### config.mk
export PLATFORM = sky130hd
export DESIGN_NAME = hzd_sb
export DESIGN_NICKNAME = d
export VERILOG_FILES = /design/src/rtl/hzd_sb.sv
export SDC_FILE = /design/constraint.sdc
export NUM_CORES = 1
export LEC_CHECK = 0
export BUFFER_PORTS_ARGS = -buffer_cell sky130_fd_sc_hd__buf_4
export CAP_MARGIN = 5
export CORE_AREA = 2 2 151 153
export CTS_CLUSTER_DIAMETER = 50
export DETAILED_ROUTE_END_ITERATION = 10
export DIE_AREA = 0 0 153 155
export GPL_TIMING_DRIVEN = 0
export PLACE_DENSITY = 0.42
export SLEW_MARGIN = 20
export SYNTH_ARGS = -nofsm -noshare
export SYNTH_HDL_FRONTEND = slang
export SYNTH_SLANG_ARGS = --single-unit
### constraint.sdc
create_clock -name clk -period 2.9 [get_ports clk]
set_input_delay 0.725 -clock clk [delete_from_list [all_inputs] [get_ports clk]]
set_output_delay 0.725 -clock clk [all_outputs]
set_load 0.01 [all_outputs]
### src/rtl/hzd_sb.sv
// hzd_sb: hazard scoreboard and operand forwarding for the in-order pipeline.
// Tracks in-flight destinations from EX (stage 0) to WB (stage DEPTH-1) and
// resolves RAW hazards for the instruction sitting in ID.
//
// Ports:
//   clk, rst (async, active-high)
//   id_valid, id_rs1/2, id_rs1/2_en, id_rd, id_wr : instruction in ID
//   adv, flush                                     : pipeline movement
//   res_vld[DEPTH], res_data[DEPTH*XLEN]           : per-stage results
//   id_stall, fwd1/2_hit, fwd1/2_data              : hazard resolution
//   inflight, stall_cnt                            : status
//
// Build option: define RV6_HZD_FWD_EN to enable forwarding. When it is not
// defined every hazard stalls and the result inputs are ignored.

module hzd_sb #(
   parameter int XLEN  = 64,
   parameter int DEPTH = 3
) (
   input  logic                       clk,
   input  logic                       rst,
   input  logic                       id_valid,
   input  logic [4:0]                 id_rs1,
   input  logic [4:0]                 id_rs2,
   input  logic                       id_rs1_en,
   input  logic                       id_rs2_en,
   input  logic [4:0]                 id_rd,
   input  logic                       id_wr,
   input  logic                       adv,
   input  logic                       flush,
   input  logic [DEPTH-1:0]           res_vld,
   input  logic [DEPTH*XLEN-1:0]      res_data,
   output logic                       id_stall,
   output logic                       fwd1_hit,
   output logic                       fwd2_hit,
   output logic [XLEN-1:0]            fwd1_data,
   output logic [XLEN-1:0]            fwd2_data,
   output logic [$clog2(DEPTH+1)-1:0] inflight,
   output logic [31:0]                stall_cnt
);

   localparam int CW = $clog2(DEPTH+1);

   logic [DEPTH-1:0] v_q;
   logic [4:0]       rd_q [DEPTH];

   logic m1, m2;
   logic st1, st2;
   logic ins;

`ifdef RV6_HZD_FWD_EN
   logic            v1, v2;
   logic [XLEN-1:0] d1, d2;
`endif

   // Scan oldest to youngest so the youngest match is the one left standing.
   always_comb begin
      m1 = 1'b0;
      m2 = 1'b0;
`ifdef RV6_HZD_FWD_EN
      v1 = 1'b0;
      v2 = 1'b0;
      d1 = '0;
      d2 = '0;
`endif
      for (int i = DEPTH-1; i >= 0; i--) begin
         if (id_rs1_en && id_rs1 != 5'd0 && v_q[i] && rd_q[i] == id_rs1) begin
            m1 = 1'b1;
`ifdef RV6_HZD_FWD_EN
            v1 = res_vld[i];
            d1 = res_data[i*XLEN +: XLEN];
`endif
         end
         if (id_rs2_en && id_rs2 != 5'd0 && v_q[i] && rd_q[i] == id_rs2) begin
            m2 = 1'b1;
`ifdef RV6_HZD_FWD_EN
            v2 = res_vld[i];
            d2 = res_data[i*XLEN +: XLEN];
`endif
         end
      end
   end

`ifdef RV6_HZD_FWD_EN
   assign st1       = m1 & ~v1;
   assign st2       = m2 & ~v2;
   assign fwd1_hit  = m1 & v1;
   assign fwd2_hit  = m2 & v2;
   assign fwd1_data = fwd1_hit ? d1 : '0;
   assign fwd2_data = fwd2_hit ? d2 : '0;
`else
   logic unused_res;
   assign unused_res = ^{res_vld, res_data};
   assign st1        = m1;
   assign st2        = m2;
   assign fwd1_hit   = 1'b0;
   assign fwd2_hit   = 1'b0;
   assign fwd1_data  = '0;
   assign fwd2_data  = '0;
`endif

   assign id_stall = id_valid & (st1 | st2);

   // A stalled or flushed ID slot enters EX as a bubble.
   assign ins = id_valid & id_wr & (id_rd != 5'd0) & ~id_stall & ~flush;

   always_ff @(posedge clk or posedge rst) begin
      if (rst) begin
         v_q <= '0;
         for (int i = 0; i < DEPTH; i++) rd_q[i] <= 5'd0;
      end else if (adv) begin
         for (int i = 1; i < DEPTH; i++) begin
            v_q[i]  <= v_q[i-1];
            rd_q[i] <= rd_q[i-1];
         end
         v_q[0]  <= ins;
         rd_q[0] <= id_rd;
      end else if (flush) begin
         v_q[0] <= 1'b0;
      end
   end

   always_ff @(posedge clk or posedge rst) begin
      if (rst)
         stall_cnt <= '0;
      else if (id_stall && stall_cnt != 32'hFFFF_FFFF)
         stall_cnt <= stall_cnt + 32'd1;
   end

   always_comb begin
      inflight = '0;
      for (int i = 0; i < DEPTH; i++)
         inflight = inflight + CW'(v_q[i]);
   end

endmodule
==> results.py, run 1 <==
metrics = {
    "status": {
        "status": "completed",
    },
    "synthesis": {
        "async_flop_share_pct": 100,
        "ys_warn_count": 0,
        "ys.flop_type": "dfrtp_1",
        "synth_area_um2": 3690,
        "synth_seq_cells": 50,
        "synth_top_area_share_pct": 33.9,
        "yosys.cell_types.count": 36,
        "ys_top_cells_by_area": "dfrtp_1, buf_4, xnor2_1",
        "syn-mean-instance-area_um2": 10.1,
        "yosys.area.top_type": "dfrtp_1",
        "syn_inst": 365,
        "yosysSeqAreaShare_pct": 33.9,
        "synth-edff-count": 0,
    },
    "layout": {
        "utilization_pct": 23.3,
        "layout-drive-gt1-share_pct": 43.4,
        "area_delta_synth_final_pct": 40.4,
        "stdcell_area_um2": 5180,
        "layout.nets": 777,
        "num_antenna_cells": 0,
        "fill_cells": 2465,
    },
    "floorplan": {
        "core-area_um2": 22200,
        "rows": 55,
        "die_y_um": 155,
        "dieArea_um2": 23700,
        "io_pins": 383,
        "initial_core_util_pct": 16.6,
        "die_w_um": 153,
    },
    "sta": {
        "tightest_slew_ns": 0.653,
        "hold_violations": 0,
        "relSlewSlack_pct": 56.5,
        "skew_ns": 0.00483,
        "rsz0062_at_grt": "no",
        "fin_crit_sh_pct": 96.1,
        "drv_slew": 0,
        "max_freq_mhz": 359,
        "fin_ws_ns": 0.114,
        "finalSetupTns_ns": 0,
        "setup_violations": 0,
        "min_period_ns": 2.79,
    },
    "worst_setup_path": {
        "worstRegToRegCells": 8,
        "critPathCaptureType": "output pin",
        "cp.required_ns": 2.17,
        "path_class": "primary input to output pin",
        "startpoint_type": "primary input",
        "cp_max_fo": 4,
        "arrival_ns": 2.06,
    },
    "clocking": {
        "h-tree-depth": 2,
        "clk_path_buf_depth": 2,
        "hold_buffers": 0,
        "cts_made_buffers": 5,
        "insertion_delay_ns": 0.29,
        "cts_sinks": 50,
        "cts_tree": "done",
        "cts.clk_slew.worst_paths_ns": 0.07,
        "post_cts_buffers": 0,
        "cts-root-buf": "clkbuf_16",
    },
    "power_and_ir_drop": {
        "p_total_uw": 2000,
        "internal_power_uw": 1480,
        "p_sw_share_pct": 26.0,
        "power.leakage_uw": 0.00272,
        "ir_worst_vdd_mv": 0.191,
        "seqPwrFrac_pct": 39.8,
        "p_switching_uw": 518,
        "combinationalPowerShare_pct": 21.0,
        "power.density_nw_per_um2": 385,
        "clockPowerShare_pct": 39.2,
    },
    "global_routing": {
        "grt_overflow": 0,
        "grt_max_degree": 51,
        "grtUsageTotal_pct": 7.71,
        "grt_pass1_vias": 2280,
        "antenna_found_initial": 0,
        "grt_pass1_wl_mm": 14.2,
    },
    "job": {
        "cap_violations": 0,
    },
    "routing": {
        "drt-initial-drc-count": 47,
        "viasPerCell": 3.09,
        "wl_per_cell_um": 11.3,
        "ant_nets": 0,
        "routed_wl_mm": 9.50,
        "dr.pass1.iters": 4,
        "drc": 0,
        "vias": 2604,
    },
    "place": {
        "io_buffers": 56,
        "gp_congestion": 0.750,
        "pre_cts_slack_ns": -0.0414,
        "placed_area_um2": 4950,
        "dp_hpwl_mm": 7.82,
    },
    "hold_path": {
        "hold_class": "primary input to asynchronous set/reset pin",
    },
}
Yosys cell counts, drive strengths merged (2+ instances only):
cell type,instances
and3,14
nor3,6
buf,136
nor4,4
mux2,18
clkbuf,2
and2,5
and4,4
nand3,17
nand2,7
xor2,19
xnor2,42
nor2,5
inv,4
nand4,18
or4,3
o21ai,3
dfrtp,50
o311ai,2
cells by family after synthesis:
logic type | Yosys count | synth area share, %
compound gates | 7 | 1.90
xor+xnor | 61 | 14.5
fa+ha+maj | 2 | 0.881
buf+inv | 142 | 28.4
flops | 50 | 33.9
mux | 18 | 5.49
other cells | 1 | 0.102
simple gates | 84 | 14.8
cell usage in the layout, fill, tap and decap left out, types with 5 or more instances in the layout:
cell type  synthesis  routed
nor3_1             6       5
nand3_1           13      13
buf_4            131     187
xnor2_1           42      42
xor2_1            19      19
dfrtp_1           50      50
clkbuf_16          0       5
conb_1             1     130
nand4_1           14      14
nand2_1            6       6
mux2_2            18      18
and3_1            11      11
final timing paths:
check / end / startpoint / slack [ns]
min reg2reg: stall_cnt[9]$_DFFE_PP0P_ / stall_cnt[9]$_DFFE_PP0P_ / 0.50
max in group asynchronous: v_q[1]$_DFFE_PP0P_ / rst / 1.93
min: rd_q[3]$_DFFE_PP0P_ / rst / 0.50
min in group clk: stall_cnt[9]$_DFFE_PP0P_ / stall_cnt[9]$_DFFE_PP0P_ / 0.50
max: id_stall / id_rs2[2] / 0.11
max reg2reg: stall_cnt[31]$_DFFE_PP0P_ / stall_cnt[2]$_DFFE_PP0P_ / 0.86
flip-flops by register name, indices dropped and copies added (netlist names):
| name | flops |
|---|---|
| stall_cnt | 32 |
| rd_q | 15 |
| v_q | 3 |
timing repair:
| action | 4_1_cts | 5_1_grt |
|---|---|---|
| gates resized for setup | 1 | 4 |
| setup endpoints to repair | 1 | 1 |
| pin swaps | 0 | 2 |
layout make-up:
cell class,count,area (um^2),area share (%)
flip-flops and latches,50,1250,24.1
clock inverters,2,60.1,1.16
repair buffers,56,420,8.11
inverters,4,17.5,0.338
plain buffers,138,1030,20.0
well taps,285,357,6.88
clock buffers,6,139,2.68
multi-input cells,302,1900,36.7
through the flow:
| step | hold slack, ns | instances |
|---|---|---|
| 5_1_grt | 0.518 | 843 |
| 6_report | 0.500 | 843 |
| 4_1_cts | 0.507 | 843 |
| 3_5_place_dp | 0.486 | 835 |
| 3_3_place_gp | 0.489 | 835 |
| 2_1_floorplan | 0.518 | 494 |
power by group through the flow:
stage / Sequential, uW / Combinational [uW] / Clock [uW]
floorplan: 789 / 330 / 0
global placement: 809 / 407 / 0
detailed placement: 810 / 409 / 0
CTS: 796 / 412 / 809
global route: 801 / 462 / 836
finish: 795 / 419 / 782
routing by layer:
| layer | track usage, % | up-vias | routed length [um] |
|---|---|---|---|
| met5 | 0 | - | 0 |
| met4 | 1.72 | 0 | 70 |
| met3 | 3.40 | 7 | 1020 |
| li1 | - | 1350 | - |
| met2 | 12.4 | 108 | 4560 |
| met1 | 9.55 | 1139 | 3850 |
worst max-delay path, stage by stage:
cell and delay, ns:
buf_4 0.14, xor2_1 0.14, nor4_2 0.31, and3_4 0.24, nor3_1 0.06, o22ai_2 0.18
and2_1 0.15, buf_4 0.11
Power figures use the tool's default switching activity.
==> run 2: changes to the inputs <==
MAX_ROUTING_LAYER = met4   (was default)
==> run 2 against run 1 <==
First-iteration DRC count up 38%. Die area stayed put. Largest cell class unchanged. Worst setup slack worse by 0.00081 ns. Critical path type unchanged. Non-clock buffer count unchanged. Clock skew rose by 0.0014 ns. Clock-buffer cell count did not move. Sequential power barely moved.
==> results.py, run 2 (synthesis gave the netlist of run 1 again) <==
metrics = {
    "worst_setup_path": {
        "cp_max_fo": 4,
        "critical_path_buf_inv_count": 2,
        "crit_path_frequent_cell": "buf_4",
        "startpoint_type": "primary input",
        "path_delay_family": "simple AND/OR/NAND/NOR gates",
        "cp.required_ns": 2.17,
        "critPathCaptureType": "output pin",
        "crit_slowest_cell": "nor4_2",
        "crit_chain": "buf_4, xor2_1, nor4_2, and3_4, nor3_1, o22ai_2, and2_1, buf_4",
        "arrival_ns": 2.06,
        "path_class": "primary input to output pin",
        "slowest_delay_ns": 0.31,
    },
    "layout": {
        "num_antenna_cells": 0,
        "area_delta_synth_final_pct": 40.4,
        "layout.nets": 777,
        "regMostFlops": "stall_cnt",
        "utilization_pct": 23.3,
        "reg_top3": "stall_cnt (32), rd_q (15), v_q (3)",
        "layout-drive-gt1-share_pct": 43.4,
        "layout_common_cells": "buf_4, conb_1, dfrtp_1, xnor2_1, xor2_1",
        "largest_reg_flops": 32,
        "final_common_cell": "buf_4",
    },
    "floorplan": {
        "die_y_um": 155,
        "rows": 55,
        "io_pins": 383,
        "initial_core_util_pct": 16.6,
        "dieArea_um2": 23700,
        "core-area_um2": 22200,
        "die_w_um": 153,
    },
    "clocking": {
        "hold_buffers": 0,
        "clk_path_buf_depth": 2,
        "cts_tree": "done",
        "post_cts_buffers": 0,
        "cts-root-buf": "clkbuf_16",
        "cts_sinks": 50,
        "h-tree-depth": 2,
        "cts.clk_slew.worst_paths_ns": 0.07,
        "cts_made_buffers": 5,
        "insertion_delay_ns": 0.30,
    },
    "sta": {
        "relSlewSlack_pct": 56.9,
        "skew_ns": 0.00625,
        "fin_ws_ns": 0.113,
        "min_period_ns": 2.79,
        "max_freq_mhz": 359,
        "fin_crit_sh_pct": 96.1,
        "drv_slew": 0,
        "hold_ws_ns": 0.499,
        "rsz0062_at_grt": "no",
        "tightest_slew_ns": 0.646,
        "setup_violations": 0,
        "hold_violations": 0,
        "finalSetupTns_ns": 0,
    },
    "routing": {
        "ant_nets": 0,
        "vias": 2609,
        "drc": 0,
        "drt-initial-drc-count": 65,
        "viasPerCell": 3.09,
        "dr.pass1.iters": 4,
        "wl_per_cell_um": 11.3,
        "routed_wl_mm": 9.53,
    },
    "job": {
        "cap_violations": 0,
    },
    "place": {
        "io_buffers": 56,
        "gp_congestion": 0.760,
        "dp_hpwl_mm": 7.82,
        "pre_cts_slack_ns": -0.0414,
    },
    "power_and_ir_drop": {
        "combinationalPowerShare_pct": 21.0,
        "clockPowerShare_pct": 39.3,
        "power.leakage_uw": 0.00272,
        "p_sw_share_pct": 26.1,
        "internal_power_uw": 1480,
        "seqPwrFrac_pct": 39.8,
        "ir_worst_vdd_mv": 0.195,
        "p_switching_uw": 522,
        "power.density_nw_per_um2": 386,
    },
    "global_routing": {
        "grt_pass1_vias": 2272,
        "grt_pass1_wl_mm": 14.2,
        "grt_overflow": 0,
        "grtUsageTotal_pct": 7.94,
        "grt_max_degree": 51,
        "antenna_found_initial": 0,
    },
    "hold_path": {
        "hold_class": "flip-flop to flip-flop",
    },
    "status": {
        "status": "completed",
    },
}
-- run 2: stage by stage --
| stage | cells | instance area (um^2) | power [uW] |
|---|---|---|---|
| 3_5_place_dp | 835 | 4950 | 1220 |
| 3_3_place_gp | 835 | 4950 | 1220 |
| 4_1_cts | 843 | 5160 | 2020 |
| 2_1_floorplan | 494 | 4180 | 1120 |
| 6_report | 843 | 5180 | 2000 |
| 5_1_grt | 843 | 5180 | 2100 |
-- run 2: what timing repair did --
action,CTS,global route
gates resized for setup,1,4
pin swaps,0,2
cloned,0,0
setup endpoints to repair,1,1
-- run 2: worst reg2reg max path, cell delays in order, from the launching register on --
cell and delay, ns:
dfrtp_1 0.45, and4_1 0.36, and2_4 0.23, nand4_1 0.18, o311ai_2 0.16, nand2_2 0.16
buf_6 0.18, nand3_1 0.11, xnor2_1 0.13
-- run 2: worst paths after layout --
| kind | startpoint | endpoint | slack, ns | cells after the start |
|---|---|---|---|---|
| max | id_rs2[2] | id_stall | 0.11 | 8 |
| min | stall_cnt[9]$_DFFE_PP0P_ | stall_cnt[9]$_DFFE_PP0P_ | 0.50 | 1 |
| max reg2reg | stall_cnt[2]$_DFFE_PP0P_ | stall_cnt[27]$_DFFE_PP0P_ | 0.86 | 8 |
| min reg2reg | stall_cnt[9]$_DFFE_PP0P_ | stall_cnt[9]$_DFFE_PP0P_ | 0.50 | 1 |
| max in group asynchronous | rst | v_q[1]$_DFFE_PP0P_ | 1.94 | 2 |
| min in group asynchronous | rst | rd_q[3]$_DFFE_PP0P_ | 0.51 | 2 |
-- run 2: area by class of cell --
type	instances	area, um^2
Timing Repair Buffer	56	420
Inverter	4	17.5
Multi-Input combinational cell	302	1900
Clock inverter	2	60.1
Buffer	138	1030
Sequential cell	50	1250
Tap cell	285	357
Clock buffer	6	139
Fill cell	2465	17000
-- run 2: metal layers --
layer  GRT usage [%]  share of wire, %
met5               -                 0
met4            1.72              0.86
met3            3.37                11
met2            12.4                47
met1            9.60                41
-- run 2: power by group through the flow --
stage	Combinational [uW]	Sequential, uW	Clock, uW
5_1_grt	462	801	833
6_report	420	795	785
3_5_place_dp	409	810	0
3_3_place_gp	407	809	0
4_1_cts	412	796	809
2_1_floorplan	330	789	0
